<file path="src/rtl/alu_seq_ctrl.sv">
// Multi-byte ALU sequencer: runs a W-bit add/sub/AND/OR one byte per cycle
// (LSB first) through an external shared 8-bit ALU, with valid/ready handshakes.
module alu_seq_ctrl #(
  parameter int NBYTES = 4
) (
  input  logic                  clk,
  input  logic                  rst_n,
  input  logic                  req_valid,
  output logic                  req_ready,
  input  logic [1:0]            req_op,
  input  logic [8*NBYTES-1:0]   req_a,
  input  logic [8*NBYTES-1:0]   req_b,
  input  logic                  req_cin,
  output logic                  rsp_valid,
  input  logic                  rsp_ready,
  output logic [8*NBYTES-1:0]   rsp_data,
  output logic                  rsp_cout,
  output logic                  rsp_zero,
  output logic [7:0]            alu_a,
  output logic [7:0]            alu_b,
  output logic                  alu_cin,
  output logic [1:0]            alu_sel,
  input  logic [7:0]            alu_out,
  input  logic                  alu_cout
);

  localparam int W  = 8 * NBYTES;
  localparam int IW = (NBYTES > 1) ? $clog2(NBYTES) : 1;
  localparam logic [IW-1:0] LAST = IW'(NBYTES - 1);

  typedef enum logic [1:0] {IDLE, RUN, DONE} state_t;

  state_t          state;
  logic [W-1:0]    a_p0;
  logic [W-1:0]    b_p0;
  logic [1:0]      op_p0;
  logic            carry_p0;
  logic [IW-1:0]   idx_p0;
  logic [W-1:0]    result_p1;
  logic            cout_p1;
  logic [W-1:0]    a_sh;
  logic [W-1:0]    b_sh;

  // Carry/borrow only chains for arithmetic ops; logic ops force it to 0.
  function automatic logic carry_mask(input logic [1:0] op, input logic c);
    return (op[1] == 1'b0) ? c : 1'b0;
  endfunction

  // Stage p0: operand capture (data only, no reset needed)
  always_ff @(posedge clk) begin
    if (state == IDLE && req_valid) begin
      a_p0  <= req_a;
      b_p0  <= req_b;
      op_p0 <= req_op;
    end
  end

  always_ff @(posedge clk or negedge rst_n) begin
    if (!rst_n) begin
      state     <= IDLE;
      carry_p0  <= 1'b0;
      idx_p0    <= '0;
      result_p1 <= '0;
      cout_p1   <= 1'b0;
    end else begin
      case (state)
        IDLE: begin
          if (req_valid) begin
            state    <= RUN;
            idx_p0   <= '0;
            carry_p0 <= carry_mask(req_op, req_cin);
          end
        end
        RUN: begin
          for (int k = 0; k < NBYTES; k++) begin
            if (idx_p0 == IW'(k)) result_p1[8*k +: 8] <= alu_out;
          end
          carry_p0 <= carry_mask(op_p0, alu_cout);
          if (idx_p0 == LAST) begin
            idx_p0  <= '0;
            cout_p1 <= carry_mask(op_p0, alu_cout);
            state   <= DONE;
          end else begin
            idx_p0 <= idx_p0 + 1'b1;
          end
        end
        DONE: begin
          if (rsp_ready) state <= IDLE;
        end
        default: state <= IDLE;
      endcase
    end
  end

  // Stage p1: byte slice select toward the shared ALU
  assign a_sh = a_p0 >> {idx_p0, 3'b000};
  assign b_sh = b_p0 >> {idx_p0, 3'b000};

  always_comb begin
    alu_a   = '0;
    alu_b   = '0;
    alu_cin = 1'b0;
    alu_sel = '0;
    if (state == RUN) begin
      alu_a   = a_sh[7:0];
      alu_b   = b_sh[7:0];
      alu_cin = carry_p0;
      alu_sel = op_p0;
    end
  end

  assign req_ready = (state == IDLE);
  assign rsp_valid = (state == DONE);
  assign rsp_data  = result_p1;
  assign rsp_cout  = cout_p1;
  assign rsp_zero  = (result_p1 == '0);

endmodule

</file>
<file path="config.mk">
export PLATFORM = sky130hd
export DESIGN_NAME = alu_seq_ctrl
export DESIGN_NICKNAME = d
export VERILOG_FILES = /design/src/rtl/alu_seq_ctrl.sv
export SDC_FILE = /design/constraint.sdc
export NUM_CORES = 1
export LEC_CHECK = 0
export ABC_AREA = 0
export CAP_MARGIN = 20
export CORE_MARGIN = 2
export CORE_UTILIZATION = 35
export DETAILED_ROUTE_END_ITERATION = 12
export GPL_ROUTABILITY_DRIVEN = 0
export PLACE_DENSITY = 0.73
export SYNTH_ARGS = -nofsm -noshare
export SYNTH_HDL_FRONTEND = slang
export SYNTH_SLANG_ARGS = --single-unit
</file>
<file path="constraint.sdc">
create_clock -name clk -period 2.44 [get_ports clk]
set_input_delay 0.488 -clock clk [delete_from_list [all_inputs] [get_ports clk]]
set_output_delay 0.488 -clock clk [all_outputs]
set_load 0.1 [all_outputs]
</file>
==> out/metrics.yaml <==
synth_cells: 219
htree_num_levels: 3
finalNonFillerCells: 511
post_drt_wl_per_cell_um: 16.4
drtIter0Drc: 138
worstSetupPathType: "register to output pin"
crit_arrival_ns: 1.86
cts_resized: 0
finalClockSkew_ns: 0.00869
yosys.area.top_type: "edfxtp_1"
fmax_mhz: 426
cts_tree: "done"
clk_pin_slew_worst_paths_ns: 0.07
die_w_um: 113
grt_pass1_vias: 2511
clkSinkCount: 104
rsz0062_at_grt: "false"
ctsHoldBuffers: 0
endpoint: "alu_a[7]"
cp-end-kind: "output pin"
io_buffers: 134
synth_seq_cells: 104
worstMarginPinSlew_ns: 0.527
layout_min_cycle_time_ns: 2.35
mostFrequentLayoutCell: "clkdlybuf4s50_1"
start_kind: "register"
synth_top_area_share_pct: 48.1
synthTopCellsByArea: "edfxtp_1, dfrtp_1, mux2_2"
cp_slowest_cell: "mux4_1"
ant_nets: 0
crit_path_start: "idx_p0[0]$_DFFE_PN0P_"
hold_violations: 0
antenna_found_initial: 0
placed_cells: 495
avgSynthCellArea_um2: 18.8
groute.usage.overall_pct: 13.6
r2r_cells: 4
fin_crit_sh_pct: 96.3
netlist_area_um2: 4120
io_pins: 135
slew_headroom_pct: 64.8
overflow: 0
yosys_warnings: 0
cts_setup_buffers: 0
cp_data_required_time_ns: 1.95
rows: 39
synth_nets: 303
die_h_um: 113
vias_per_cell: 4.86
hpwl_um: 6090
drive_gt1_share_pct: 33.7
worstPathMaxFanout: 10
root_buffer: "clkbuf_16"
ys_seq_area_share_pct: 71.1
grt_pass1_wl_um: 13200
hold_class: "register to register"
nFillCells: 936
async_flop_share_pct: 36.5
outcome: "finished clean"
synth_edf_count: 66
die-area_um2: 12700
clkLatencyLatePin_ns: 0.35
nets: 447
drtPass1Iterations: 4
crit_chain: "buf_4 -> mux4_1 -> and2_1 -> buf_12"
antenna_cells: 0
routed_wl_um: 8390
crit_path_max_incr_delay_ns: 0.57
core_um2: 11500
setup_viol: 0
ys.flop_type: "edfxtp_1"
r2r-end: "rsp_data[31]$_DFFE_PN0P_"
cts-buffers-inserted: 9
grt_max_degree: 39
final_cell_mix: "clkdlybuf4s50_1, edfxtp_1, buf_4, dfrtp_1, mux2_2"
cap_viol_max_count: 0
area_delta_synth_final_pct: 47.3
num_vias: 2483
drc: 0
clock_path_buffers: 2
r2r-start: "idx_p0[1]$_DFFE_PN0P_"
synth.distinct_cells: 25
regToRegSetupSlack_ns: 0.68
drv_slew: 0
start_util_pct: 36.0
-- worst min-delay path by stage --
stage	start	endpoint	slack (ns)	cells past startpoint
6_report	rsp_cout$_DFFE_PN0P_	rsp_cout$_DFFE_PN0P_	0.50	2
4_1_cts	rsp_cout$_DFFE_PN0P_	rsp_cout$_DFFE_PN0P_	0.50	2
3_3_place_gp	rsp_cout$_DFFE_PN0P_	rsp_cout$_DFFE_PN0P_	0.47	2
5_1_grt	rsp_cout$_DFFE_PN0P_	rsp_cout$_DFFE_PN0P_	0.53	2
3_5_place_dp	rsp_cout$_DFFE_PN0P_	rsp_cout$_DFFE_PN0P_	0.48	2
2_1_floorplan	rst_n	carry_p0$_DFFE_PN0P_	0.19	0
-- area by class of cell --
| type | count | area (um^2) | area share (%) |
|---|---|---|---|
| sequential | 104 | 2930 | 48.3 |
| timing repair buffer | 141 | 1540 | 25.3 |
| multi-input combinational | 103 | 1120 | 18.5 |
| clock buffer | 9 | 225 | 3.71 |
| tap | 143 | 179 | 2.95 |
| clock inverter | 7 | 61.3 | 1.01 |
| inverter | 4 | 18.8 | 0.309 |
-- metal layers --
| metal | share of wire [%] | vias up | routed length, um | global-route usage [%] |
|---|---|---|---|---|
| met5 | 0 | - | 0 | 0 |
| li1 | - | 1141 | - | - |
| met3 | 7.7 | 8 | 645 | 4.32 |
| met2 | 49 | 101 | 4120 | 21.9 |
| met1 | 42 | 1233 | 3520 | 17.7 |
| met4 | 1.2 | 0 | 98 | 4.63 |
-- sequential cells by signal, indices dropped and copies added, names as in the netlist --
name / cells
a_p0: 32
b_p0: 32
carry_p0: 1
idx_p0: 2
op_p0: 2
rsp_cout: 1
rsp_data: 32
state: 2
-- cell usage after synthesis, types with 3 or more instances --
library cell and n:
ha_1 4, nand2_2 3, nand2b_1 4, mux2_2 32, and2_1 19, buf_2 4
edfxtp_1 66, inv_1 4, mux4_2 7, mux4_1 9, o21ai_0 3, nor4_1 8
dfrtp_1 38
-- kinds of logic after synthesis --
group	Yosys count	synth area share, %
AOI/OAI and AO/OA	6	0.941
adders and majority gates	4	1.21
buffers and inverters	12	1.79
DFF	104	71.1
muxes	48	18.3
and+or+nand+nor	45	6.62
-- stage by stage --
| step | utilization, % | TNS [ns] | worst slack, ns | hold slack (ns) | area [um^2] |
|---|---|---|---|---|---|
| 2_1_floorplan | - | -0.113 | -0.113 | 0.192 | 4130 |
| 3_5_place_dp | 50.4 | 0 | 0.269 | 0.484 | 5780 |
| 5_1_grt | 53.0 | 0 | 0.00694 | 0.531 | 6070 |
| 4_1_cts | 52.9 | 0 | 0.0530 | 0.500 | 6070 |
| 3_3_place_gp | 50.4 | 0 | 0.285 | 0.470 | 5780 |
| 6_report | 53.0 | 0 | 0.0900 | 0.503 | 6070 |
-- critical path: cells and delay by family, from the launching register on --
| kind | cells | cell delay (ns) |
|---|---|---|
| buf+inv | 2 | 0.38 |
| flops | 1 | 0.36 |
| mux | 1 | 0.57 |
| simple gates | 1 | 0.20 |
Power is not shown: default switching activity piles up to over one toggle a cycle in this logic, so the estimate is an artifact.
